`config.mk`:
```
export PLATFORM = sky130hd
export DESIGN_NAME = mac_tile_mk
export DESIGN_NICKNAME = d
export VERILOG_FILES = /design/src/rtl/mac_tile_mk.sv
export SDC_FILE = /design/constraint.sdc
export NUM_CORES = 1
export LEC_CHECK = 0
export ABC_AREA = 0
export CORE_MARGIN = 1
export CORE_UTILIZATION = 45
export CTS_CLUSTER_DIAMETER = 80
export CTS_CLUSTER_SIZE = 30
export DETAILED_ROUTE_END_ITERATION = 6
export PLACE_DENSITY = 0.66
export SLEW_MARGIN = 20
export SYNTH_ARGS = -nofsm -noshare
export SYNTH_HDL_FRONTEND = slang
export SYNTH_SLANG_ARGS = --single-unit
```
`constraint.sdc`:
```
create_clock -name clk -period 8.35 [get_ports clk]
set_clock_uncertainty 0.05 [all_clocks]
set_input_delay 1.67 -clock clk [delete_from_list [all_inputs] [get_ports clk]]
set_output_delay 1.67 -clock clk [all_outputs]
set_load 0.01 [all_outputs]
```
`src/rtl/mac_tile_mk.sv`:
```
// mac_tile_mk: weight-/output-stationary systolic MAC tile; define MAC_TILE_SAT_EN for saturating sums and a sticky sat_seen flag
module mac_tile_mk #(
  parameter int bw = 4,
  parameter int psum_bw = 16,
  parameter int KDEPTH = 2
) (
  input  logic               clk,
  input  logic               reset_n,
  input  logic               mode,
  input  logic [bw-1:0]      in_w,
  input  logic [2:0]         inst_w,
  input  logic [psum_bw-1:0] in_n,
  output logic [bw-1:0]      out_e,
  output logic [2:0]         inst_e,
  output logic [psum_bw-1:0] out_s
);
  localparam int PW = $clog2(KDEPTH);
  localparam logic [PW-1:0] LAST = PW'(KDEPTH - 1);
  typedef enum logic [1:0] {IDLE, RUN, DRAIN} state_t;
  state_t state, state_d;
  logic signed [bw-1:0] wbuf [KDEPTH];
  logic signed [bw-1:0] wbuf_d [KDEPTH];
  logic [PW-1:0] wr_ptr, wr_d, rd_ptr, rd_d;
  logic full, full_d;
  logic signed [psum_bw-1:0] acc, acc_d, out_d, pw_s, po_s;
  logic ld, ex, dr, abort;
  function automatic logic signed [psum_bw-1:0] prod(input logic [bw-1:0] a, input logic signed [bw-1:0] w);
    return psum_bw'($signed({1'b0, a})) * psum_bw'(w);
  endfunction
`ifdef MAC_TILE_SAT_EN
  function automatic logic ovf(input logic signed [psum_bw-1:0] a, input logic signed [psum_bw-1:0] b);
    logic [psum_bw:0] s;
    s = {a[psum_bw-1], a} + {b[psum_bw-1], b};
    return s[psum_bw] ^ s[psum_bw-1];
  endfunction
  function automatic logic signed [psum_bw-1:0] sum(input logic signed [psum_bw-1:0] a, input logic signed [psum_bw-1:0] b);
    logic [psum_bw:0] s;
    s = {a[psum_bw-1], a} + {b[psum_bw-1], b};
    return (s[psum_bw] ^ s[psum_bw-1]) ? {s[psum_bw], {(psum_bw-1){~s[psum_bw]}}} : s[psum_bw-1:0];
  endfunction
`else
  function automatic logic signed [psum_bw-1:0] sum(input logic signed [psum_bw-1:0] a, input logic signed [psum_bw-1:0] b);
    return a + b;
  endfunction
`endif
  assign ld = inst_w[0];
  assign ex = inst_w[1];
  assign dr = inst_w[2];
  assign abort = !mode && state != IDLE;
  assign pw_s = prod(in_w, wbuf[rd_ptr]);
  assign po_s = prod(in_w, in_n[bw-1:0]);
  // OS state register
  always_ff @(posedge clk or negedge reset_n)
    if (!reset_n) state <= IDLE;
    else state <= state_d;
  // OS next state: WS mode and aborted OS operations fall back to IDLE
  always_comb
    state_d = !mode ? IDLE : dr ? DRAIN : (ex && state != DRAIN) ? RUN : IDLE;
  // datapath next values: weight buffer in WS, accumulator in OS, south output in both
  always_comb begin
    wbuf_d = wbuf;
    wr_d = wr_ptr;
    rd_d = rd_ptr;
    full_d = full;
    acc_d = acc;
    out_d = '0;
    if (!mode) begin
      if (dr) begin
        full_d = 1'b0;
        wr_d = '0;
        rd_d = '0;
      end else begin
        if (ld && !full) begin
          wbuf_d[wr_ptr] = in_w;
          wr_d = wr_ptr == LAST ? '0 : wr_ptr + 1'b1;
          full_d = wr_ptr == LAST;
        end
        if (ex) begin
          out_d = sum(in_n, pw_s);
          rd_d = rd_ptr == LAST ? '0 : rd_ptr + 1'b1;
        end
      end
      if (abort) begin
        acc_d = '0;
        out_d = '0;
      end
    end else if (dr) begin
      out_d = state == DRAIN ? in_n : acc;
      acc_d = '0;
    end else if (ex && state != DRAIN) begin
      acc_d = sum(acc, po_s);
      out_d = in_n;
    end
  end
  // register datapath state and all outputs
  always_ff @(posedge clk or negedge reset_n)
    if (!reset_n) begin
      wbuf <= '{default: '0};
      wr_ptr <= '0;
      rd_ptr <= '0;
      full <= 1'b0;
      acc <= '0;
      out_s <= '0;
      out_e <= '0;
      inst_e <= '0;
    end else begin
      wbuf <= wbuf_d;
      wr_ptr <= wr_d;
      rd_ptr <= rd_d;
      full <= full_d;
      acc <= acc_d;
      out_s <= out_d;
      out_e <= (ld || ex) ? in_w : out_e;
      inst_e <= {inst_w[2:1], ld & (mode | full)};
    end
`ifdef MAC_TILE_SAT_EN
  logic sat_seen, ws_ex, os_ac;
  assign ws_ex = !mode && ex && !dr && !abort;
  assign os_ac = mode && ex && !dr && state != DRAIN;
  // sticky record of any clamp, cleared only by reset
  always_ff @(posedge clk or negedge reset_n)
    if (!reset_n) sat_seen <= 1'b0;
    else if ((ws_ex && ovf(in_n, pw_s)) || (os_ac && ovf(acc, po_s))) sat_seen <= 1'b1;
`endif
endmodule

```
==> results of run 1 <==
==> per-layer routing <==
metal	vias to the layer above	track usage [%]
met1	1688	26.39
met4	0	5.092
met3	12	2.644
li1	1673	-
met2	75	36.10
met5	-	0
==> kinds of logic after synthesis <==
family / after synthesis / synth area share (%)
AOI/OAI and AO/OA: 107 / 16.97
buffers and inverters: 56 / 4.631
muxes: 20 / 4.767
DFF: 52 / 28.33
adders and majority gates: 100 / 30.84
xor gates and xnor gates: 25 / 4.767
and+or+nand+nor: 88 / 9.698
==> power groups by stage <==
stage	Sequential (uW)	Combinational (uW)	Clock (uW)
floorplan	325	604	0
global placement	325	784	0
detailed placement	325	801	0
CTS	320	807	162
global route	325	916	168
finish	319	803	157
==> cells in the final DEF, fill, tap and decap left out, types with 8 or more instances in the layout <==
cell	Yosys	final
a21o_1	13	13
a21oi_1	14	14
a22o_1	13	13
a22oi_1	12	12
and2_1	13	13
clkdlybuf4s50_1	0	47
dfrtp_1	52	52
fa_1	22	22
ha_1	78	78
inv_1	38	38
mux2_2	14	14
nand2_1	17	17
nand2b_1	8	8
nor2_1	21	20
nor2b_1	11	11
o21ai_0	9	9
o21ai_1	13	13
xnor2_1	17	17
xor2_1	8	8
==> final cells by class <==
type,instances,area share (%)
clock buffer,5,1.302
multi-input combinational,340,58.40
sequential,52,24.62
timing repair buffer,50,9.280
inverter,40,2.841
tap,133,3.149
clock inverter,3,0.4025
==> state kept, by name (all words and copies together), names as in the netlist, 2 cells and up <==
register  cells
inst_e        3
acc          16
wbuf          8
out_e         4
state         2
out_s        16
==> cells in the mapped netlist (2+ instances only) <==
master     n
nand2_1   17
inv_1     38
fa_1      22
xnor2_1   17
nor3_1     3
mux2i_1    5
ha_1      78
a21o_1    13
nand3_1    6
buf_2      2
o21bai_1   3
nor2_1    21
o21ai_0    9
o21a_1     5
a32oi_1    2
nand2b_1   8
and3_1     4
a22oi_1   12
dfrtp_1   52
a31oi_1    2
mux2_2    14
a222oi_1   4
and2_1    13
a21oi_1   14
clkbuf_1  14
a22o_1    13
o21ai_1   13
inv_2      2
xor2_1     8
a211oi_1   3
nand4_1    2
nor2b_1   11
a211oi_2   2
a221o_1    3
==> per-stage QoR <==
| stage | instance area (um2) | util [%] | power, uW | hold WS [ns] |
|---|---|---|---|---|
| after floorplan | 4593 | - | 929.4 | 0.4074 |
| after global placement | 5192 | 52.88 | 1109 | 0.4173 |
| after detailed placement | 5192 | 52.88 | 1127 | 0.4290 |
| after CTS | 5283 | 53.80 | 1289 | 0.4563 |
| after global routing | 5285 | 53.82 | 1409 | 0.4855 |
| final | 5285 | 53.82 | 1279 | 0.4578 |
==> worst max path at each step <==
stage	from	end	slack [ns]
2_1_floorplan	in_w[0]	out_s[14]	3.09
3_3_place_gp	in_n[3]	acc[14]	2.28
3_5_place_dp	in_n[3]	acc[14]	2.15
4_1_cts	in_n[3]	acc[14]	2.49
5_1_grt	in_n[3]	acc[14]	2.28
6_report	in_n[3]	acc[14]	2.52
==> qor.csv, run 1 <==
metric,value,unit
status,"complete, no violations",
CP bufs+invs,3,
DPL Wire Length,7788,um
gate count after technology mapping,448,
CTS sink cnt,52,
Clk pwr share,12.3,%
Met2 Wirelength,4952,um
Area growth syn-to-layout,15.06,%
CP startpoint kind,input pin,
met3 wire length,303,um
max cap viols,0,
CTS tree,yes,
Total Routed Length,10010,um
DRC Markers,0,
Diodes inserted,0,
Die X,103.0,um
Comb power frac,62.8,%
Initial Util,46.78,%
worst vdd ir,0.1343,mV
register share of total power,25.0,%
Inst Count DP,615,
"critical path fanouts, max",13,
#FFs+latches synth,52,
Vias/cell,5.535,
FF+latch area,0.001301,mm2
Port Buf Inserts,48,
Clock Pin Slew Worst Setup and Hold Paths,0.12,ns
Critical Path Sink Type,flop,
critical path's slowest cell,clkdlybuf4s50_1,
Die Area,0.01062,mm2
Core Rows,36,
Final Hold Vio Count,0,
share of cells above drive strength 1,6.735,%
Top Ports,49,
Mapped Area,0.004593,mm2
CP arrival,5.99,ns
initial DRC count,149,
Yosys top cell area share,28.33,%
WL per Instance,16.07,um
Tot GR Track Use,20.41,%
TritonRoute pass-1 iters,7,
CTS Buffer Depth,2,
Internal,723.5,uW
hold_sp,wbuf[5],
area of the multi-input gates,0.003087,mm2
Max Fclk,171.5,MHz
top sig layer,met4,
largest cells by area after synthesis,"dfrtp_1, ha_1, fa_1",
fin worst setup slack,2.520,ns
Setup Crit Path Kind,in2reg,
unrepaired setup endpoints after global routing,false,
"Seq/Total Area, Yosys",28.33,%
setup_tns,0,ns
Routed Antenna Nets,0,
post-CTS sizing,0,
P_leak,0.002610,uW
vias in the first global route,3388,
first-pass GRT wire length,16550,um
most frequent CP cell,fa_1,
# fillers,925,
Sw Ratio,43.43,%
fin crit share,69.83,%
vias,3448,
post-CTS setup buffers,0,
Crit path largest cell delay,0.78,ns
"non-filler cells, final",623,
Post-synth EDFFs,0,
Post-synth ARST share,100.0,%
hold buffer count at cts,0,
Core ar.,0.009819,mm2
"Endpoint, Worst Hold",wbuf[5],
"Remaining Overflow, GRT",0,
antenna violations before repair,0,
reg-to-reg endpoint,out_s[14],
"delay-heaviest family, CP",adder cells,
Pwr Density,242.0,mW/mm2
post-place setup slack,2.148,ns
largest net degree at the start of global routing,53,
TritonCTS Buffers,5,
final max-slew violation count,0,
slew margin rel.,49.84,%
post-layout minimum cycle time,5.830,ns
Yosys warnings,0,
Met1 Wirelength,4654,um
worst slew pin tran,0.7524,ns
htree depth,2,
syn avg cell area,10.25,um2
"Primary FF master, synth",dfrtp_1,
number of cells on the critical path,13,
CP required,8.51,ns
cell chain of the critical path,"clkdlybuf4s50_1, inv_1, fa_1, fa_1, fa_1, inv_1, fa_1, a211oi_2, o21bai_1, a221o_1, a41oi_2, xnor2_1, a22o_1",
post-synth top area cell,dfrtp_1,
clk root buf,clkbuf_8,
r2r worst-path depth,13,
Sw Pwr,555.5,uW
Hold Crit Class,reg2reg,
Placer Congestion,0.8557,
chip height,103.0,um
Hold Path Stages,1,
Reg-to-Reg Start,rd_ptr,
later-pin clock latency in the skew report,0.33,ns
worst reg-to-reg setup slack,3.73,ns
Nets,615,
Setup Viol. Count Final,0,
Synth cell types,47,
Post-Syn Nets,574,
No activity file was read; power rests on OpenSTA's default activity.
==> run 2: changes to the inputs <==
PLACE_DENSITY = 0.68   (was 0.66)
clock period = 4.7 ns   (was 8.35 ns; I/O delays follow)
==> qor.csv, run 2 (synthesis gave the netlist of run 1 again) <==
metric,value,unit,change
status,"complete, no violations",,
reg-to-reg endpoint,out_s[14],,
Vias/cell,5.503,,-0.57%
r2r worst-path depth,13,,unchanged
Sw Pwr,1054,uW,+90%
Total Routed Length,10650,um,+6.3%
worst vdd ir,0.2880,mV,+110%
"non-filler cells, final",658,,+5.6%
Port Buf Inserts,48,,unchanged
TritonRoute pass-1 iters,4,,-3
Tot GR Track Use,21.66,%,+1.2 points
Hold Path Stages,1,,unchanged
Die X,103.0,um,unchanged
Largest regs,"acc: 16 flops, out_s: 16 flops, wbuf: 8 flops",,
"Endpoint, Worst Hold",wbuf[5],,
CTS sink cnt,52,,unchanged
P_leak,0.002803,uW,+7.4%
Area growth syn-to-layout,21.14,%,
Inst Count DP,650,,+5.7%
# fillers,883,,-4.5%
Critical Path Sink Type,flop,,
unrepaired setup endpoints after global routing,true,,
slew margin rel.,50.47,%,+0.63 points
Final Instance Area,0.005564,mm2,+5.3%
antenna violations before repair,0,,unchanged
largest net degree at the start of global routing,53,,unchanged
hold_sp,wbuf[5],,
htree depth,2,,unchanged
Core Rows,36,,unchanged
Area after DPL,0.005455,mm2,+5.1%
Clock Pin Slew Worst Setup and Hold Paths,0.12,ns,about the same
"Remaining Overflow, GRT",0,,unchanged
chip height,103.0,um,unchanged
final hold slack,0.4432,ns,-0.01453 ns
Diodes inserted,0,,unchanged
Die Area,0.01062,mm2,unchanged
Clk pwr share,11.5,%,-0.8 points
register share of total power,23.0,%,-2.0 points
CP required,4.88,ns,-3.63 ns
first-pass GRT wire length,17570,um,+6.1%
CP arrival,4.76,ns,-1.23 ns
worst reg-to-reg setup slack,0.28,ns,-3.45 ns
Reg-to-Reg Start,rd_ptr,,
CP startpoint kind,input pin,,
Setup Crit Path Kind,in2reg,,
Final Hold Vio Count,0,,unchanged
Setup Viol. Count Final,0,,unchanged
clk root buf,clkbuf_8,,
TritonCTS Buffers,5,,unchanged
max cap viols,0,,unchanged
"critical path fanouts, max",5,,-8
Nets,650,,+5.7%
Max Fclk,218.2,MHz,
Placer Congestion,0.8901,,+4.0%
final max-slew violation count,0,,unchanged
Pwr Density,444.4,mW/mm2,+84%
Routed Antenna Nets,0,,unchanged
Comb power frac,65.5,%,+2.7 points
Core ar.,0.009819,mm2,unchanged
fin crit share,97.51,%,
final cell utilization of the core,56.66,%,+2.8 points
initial DRC count,130,,-13%
most frequent cells in the layout,"ha_1, dfrtp_1, clkdlybuf4s50_1",,
hold buffer count at cts,0,,unchanged
WL per Instance,16.18,um,+0.67%
vias in the first global route,3684,,+8.7%
CTS tree,yes,,
Top Ports,49,,unchanged
DRC Markers,0,,unchanged
Internal,1418,uW,+96%
Hold Crit Class,reg2reg,,
CTS Buffer Depth,2,,unchanged
DPL Wire Length,8407,um,+7.9%
worst slew pin tran,0.7429,ns,-0.009504 ns
vias,3621,,+5.0%
Pwr Total,2473,uW,+93%
post-layout minimum cycle time,4.583,ns,
share of cells above drive strength 1,13.52,%,+6.8 points
"commonest non-fill, non-tap cell in the layout",ha_1,,
later-pin clock latency in the skew report,0.32,ns,about the same
Initial Util,46.78,%,unchanged
Sw Ratio,42.64,%,-0.80 points
-- run 2: cell types whose count changed in the layout (fill, tap and decap cells not counted), moves of 2 or more --
| cell | previous run | this run |
|---|---|---|
| buf_4 | 2 | 37 |
| clkdlybuf4s50_1 | 47 | 42 |
| dlygate4sd2_1 | 0 | 3 |
| dlymetal6s2s_1 | 0 | 2 |
-- run 2: metal layers --
metal	wire length (um)	part of all wire (%)	vias to the layer above	track usage, %
met3	434	4.1	24	2.847
met4	257	2.4	0	6.501
li1	-	-	1742	-
met1	4704	44	1767	27.56
met2	5250	49	88	38.26
met5	0	0	-	0
-- run 2: worst max path at each step --
stage / start / endpoint / cells after the start
2_1_floorplan: in_w[0] / out_s[14] / 13
3_3_place_gp: in_w[1] / out_s[14] / 13
3_5_place_dp: in_w[1] / out_s[14] / 13
4_1_cts: in_n[3] / acc[14] / 13
5_1_grt: in_w[0] / acc[14] / 14
6_report: in_w[0] / acc[14] / 14
-- run 2: what timing repair did --
| item | 4_1_cts | 5_1_grt |
|---|---|---|
| setup buffers | 0 | 0 |
| gates cloned | 0 | 0 |
| setup endpoints to repair | 3 | 10 |
| resized for setup | 4 | 5 |
| pin swaps | 0 | 2 |
-- run 2: per-stage QoR --
stage,worst slack (ns),setup TNS (ns)
6_report,0.1171,0
2_1_floorplan,0.1703,0
5_1_grt,-0.05822,-0.09233
3_3_place_gp,-0.3146,-3.053
4_1_cts,0.01093,0
3_5_place_dp,-0.4162,-3.768
-- run 2: area by class of cell --
class	instances	area (um2)	area share, %
clock buffer	5	68.82	1.237
clock inverter	3	27.53	0.4947
inverter	40	150.1	2.698
multi-input combinational	340	3095	55.63
sequential	52	1301	23.39
tap	133	166.4	2.991
timing repair buffer	85	754.5	13.56
-- run 2: power by group through the flow --
| stage | registers (uW) | clock network, uW | logic, uW |
|---|---|---|---|
| 6_report | 569 | 284 | 1620 |
| 5_1_grt | 578 | 308 | 1820 |
| 4_1_cts | 570 | 290 | 1610 |
| 3_5_place_dp | 580 | 0 | 1590 |
| 3_3_place_gp | 577 | 0 | 1550 |
| 2_1_floorplan | 578 | 0 | 1070 |
-- run 2: worst max-delay path: stages --
cell	delay, ns
clkdlybuf4s50_1	0.43
buf_4	0.17
nand2b_1	0.15
fa_1	0.49
fa_1	0.42
fa_1	0.49
inv_1	0.06
fa_1	0.39
a211oi_2	0.26
o21bai_1	0.12
a221o_1	0.36
a41oi_2	0.21
xnor2_1	0.09
a22o_1	0.17
==> run 3: changes to the inputs <==
CTS_CLUSTER_SIZE = unset   (was 30)
PLACE_DENSITY = 0.66   (was 0.68)
RECOVER_POWER = 100   (was unset)
clock period = 4.3 ns   (was 4.7 ns; I/O delays follow)
==> qor.csv, run 3 (synthesis gave the netlist of run 1 again) <==
metric,value,unit,change
status,"complete, but fails checks",,
violated checks,"max-capacitance violations, max-slew violations",,
final hold slack,0.4718,ns,+0.02853 ns
Pwr Density,500.6,mW/mm2,+13%
Core Rows,36,,unchanged
slew margin rel.,-94.65,%,-150 points
chip height,103.0,um,unchanged
CTS Buffer Depth,2,,unchanged
Clock Pin Slew Worst Setup and Hold Paths,0.11,ns,about the same
Largest regs,"acc: 16 flops, out_s: 16 flops, wbuf: 8 flops",,
vias,3619,,-0.055%
met1 Usage GRT,32.66,%,+5.1 points
Tot GR Track Use,22.15,%,+0.49 points
Port Buf Inserts,48,,unchanged
Hold Crit Class,reg2reg,,
Reg-to-Reg Start,rd_ptr,,
Diodes inserted,0,,unchanged
fin crit share,96.45,%,
DRC Markers,0,,unchanged
reg-to-reg endpoint,out_s[14],,
critical path's slowest cell,fa_1,,
later-pin clock latency in the skew report,0.32,ns,about the same
CTS tree,yes,,
cell chain of the critical path,"buf_4, mux2i_1, nand2b_1, fa_1, fa_1, fa_1, inv_1, fa_2, a211o_1, a21oi_2, o21bai_1, a31oi_1, xor2_1, o21ai_1",,
Area after DPL,0.005562,mm2,+1.9%
final max-slew violation count,53,,+53
CTS sink cnt,52,,unchanged
Die X,103.0,um,unchanged
Hold Path Stages,1,,unchanged
Vias/cell,5.377,,-2.3%
"non-filler cells, final",673,,+2.3%
"Endpoint, Worst Hold",inst_e[0],,
"critical path fanouts, max",5,,unchanged
most frequent CP cell,fa_1,,
final cell utilization of the core,57.84,%,+1.2 points
Core ar.,0.009819,mm2,unchanged
FF+latch area,0.001303,mm2,about the same
Initial Util,46.78,%,unchanged
Die Area,0.01062,mm2,unchanged
"commonest non-fill, non-tap cell in the layout",ha_1,,
hold buffer count at cts,0,,unchanged
hold_sp,full,,
GRT Max-Usage Layer,met2,,
Total Routed Length,10860,um,+2.0%
met3 track demand over resource,2.847,%,unchanged
Inst Count DP,663,,+2.0%
Placer Congestion,0.8306,,-6.7%
CP required,4.44,ns,-0.44 ns
CP startpoint kind,flop,,
Area growth syn-to-layout,23.64,%,
Critical Path Sink Type,flop,,
DPL Wire Length,8712,um,+3.6%
CP arrival,4.29,ns,-0.47 ns
antenna violations before repair,0,,unchanged
Top Ports,49,,unchanged
worst slew pin tran,2.920,ns,+2.177 ns
"Remaining Overflow, GRT",0,,unchanged
Final Instance Area,0.005679,mm2,+2.1%
P_leak,0.002903,uW,+3.6%
Setup Viol. Count Final,0,,unchanged
met2 GRT Util,34.26,%,-4.0 points
initial DRC count,135,,+3.8%
Max Fclk,241.1,MHz,
largest net degree at the start of global routing,53,,unchanged
# fillers,923,,+4.5%
clk root buf,clkbuf_8,,
CP bufs+invs,2,,-1
most frequent cells in the layout,"ha_1, dfrtp_1, buf_4",,
vias in the first global route,3630,,-1.5%
worst reg-to-reg setup slack,0.15,ns,-0.13 ns
area of the multi-input gates,0.003123,mm2,+0.89%
first-pass GRT wire length,17900,um,+1.9%
max cap viols,1,,+1
post-layout minimum cycle time,4.148,ns,
Nets,665,,+2.3%
TritonRoute pass-1 iters,4,,unchanged
worst vdd ir,0.2160,mV,-25%
Setup Crit Path Kind,reg2reg,,
Crit path largest cell delay,0.55,ns,+0.06 ns
WL per Instance,16.13,um,-0.30%
"delay-heaviest family, CP",adder cells,,
r2r worst-path depth,14,,+1
TritonCTS Buffers,5,,unchanged
htree depth,2,,unchanged
Final Hold Vio Count,0,,unchanged
unrepaired setup endpoints after global routing,true,,
share of cells above drive strength 1,18.15,%,+4.6 points
Routed Antenna Nets,0,,unchanged
## run 3: cell types whose count changed in the layout (fill, tap and decap cells not counted), moves of 3 or more
cell / delta
buf_4: +12
clkbuf_2: +8
clkdlybuf4s50_1: -29
dlygate4sd2_1: -3
dlygate4sd3_1: +26
## run 3: worst max-delay path by stage
| stage | startpoint | to | slack (ns) | depth (start not counted) |
|---|---|---|---|---|
| floorplan | in_w[0] | out_s[14] | -0.009 | 13 |
| global placement | in_w[3] | acc[14] | -0.53 | 13 |
| detailed placement | in_w[1] | out_s[14] | -0.59 | 14 |
| CTS | in_w[2] | out_s[14] | 0.02 | 14 |
| global route | rd_ptr | out_s[14] | -0.02 | 14 |
| finish | rd_ptr | out_s[14] | 0.15 | 14 |
## run 3: area by class of cell
cell class | instances | area share [%]
multi-input combinational | 340 | 54.99
tap | 133 | 2.930
inverter | 40 | 2.644
clock buffer | 5 | 1.212
sequential | 52 | 22.93
timing repair buffer | 100 | 14.47
clock inverter | 3 | 0.8152
## run 3: repair_timing
item / 4_1_cts / 5_1_grt
pin swaps: 11 / 8
setup buffers: 0 / 2
gates resized for setup: 12 / 22
gates cloned: 0 / 0
endpoints found under the setup margin: 14 / 12
## run 3: where the power goes
group	internal [uW]	switching [uW]
clock	176	182
combinational	928	937
sequential	571	50.0
## run 3: through the flow
| step | setup slack, ns | TNS (ns) | power [uW] |
|---|---|---|---|
| global route | -0.01512 | -0.01512 | 3102 |
| detailed placement | -0.5921 | -8.616 | 2461 |
| finish | 0.1525 | 0 | 2843 |
| floorplan | -0.009195 | -0.009195 | 1814 |
| global placement | -0.5313 | -7.622 | 2416 |
| CTS | 0.01567 | 0 | 2855 |
## run 3: worst reg2reg max path, cell delays in order (launching register included)
cell and delay [ns]:
dfrtp_2 0.48, buf_4 0.16, mux2i_1 0.18, nand2b_1 0.17, fa_1 0.46, fa_1 0.51, fa_1 0.55, inv_1 0.07
fa_2 0.34, a211o_1 0.30, a21oi_2 0.17, o21bai_1 0.11, a31oi_1 0.23, xor2_1 0.18, o21ai_1 0.07
## run 3: per-layer routing
metal,vias to the layer above,wire length [um]
met2,77,4947
met3,12,431
li1,1777,-
met5,-,0
met4,0,142
met1,1753,5335
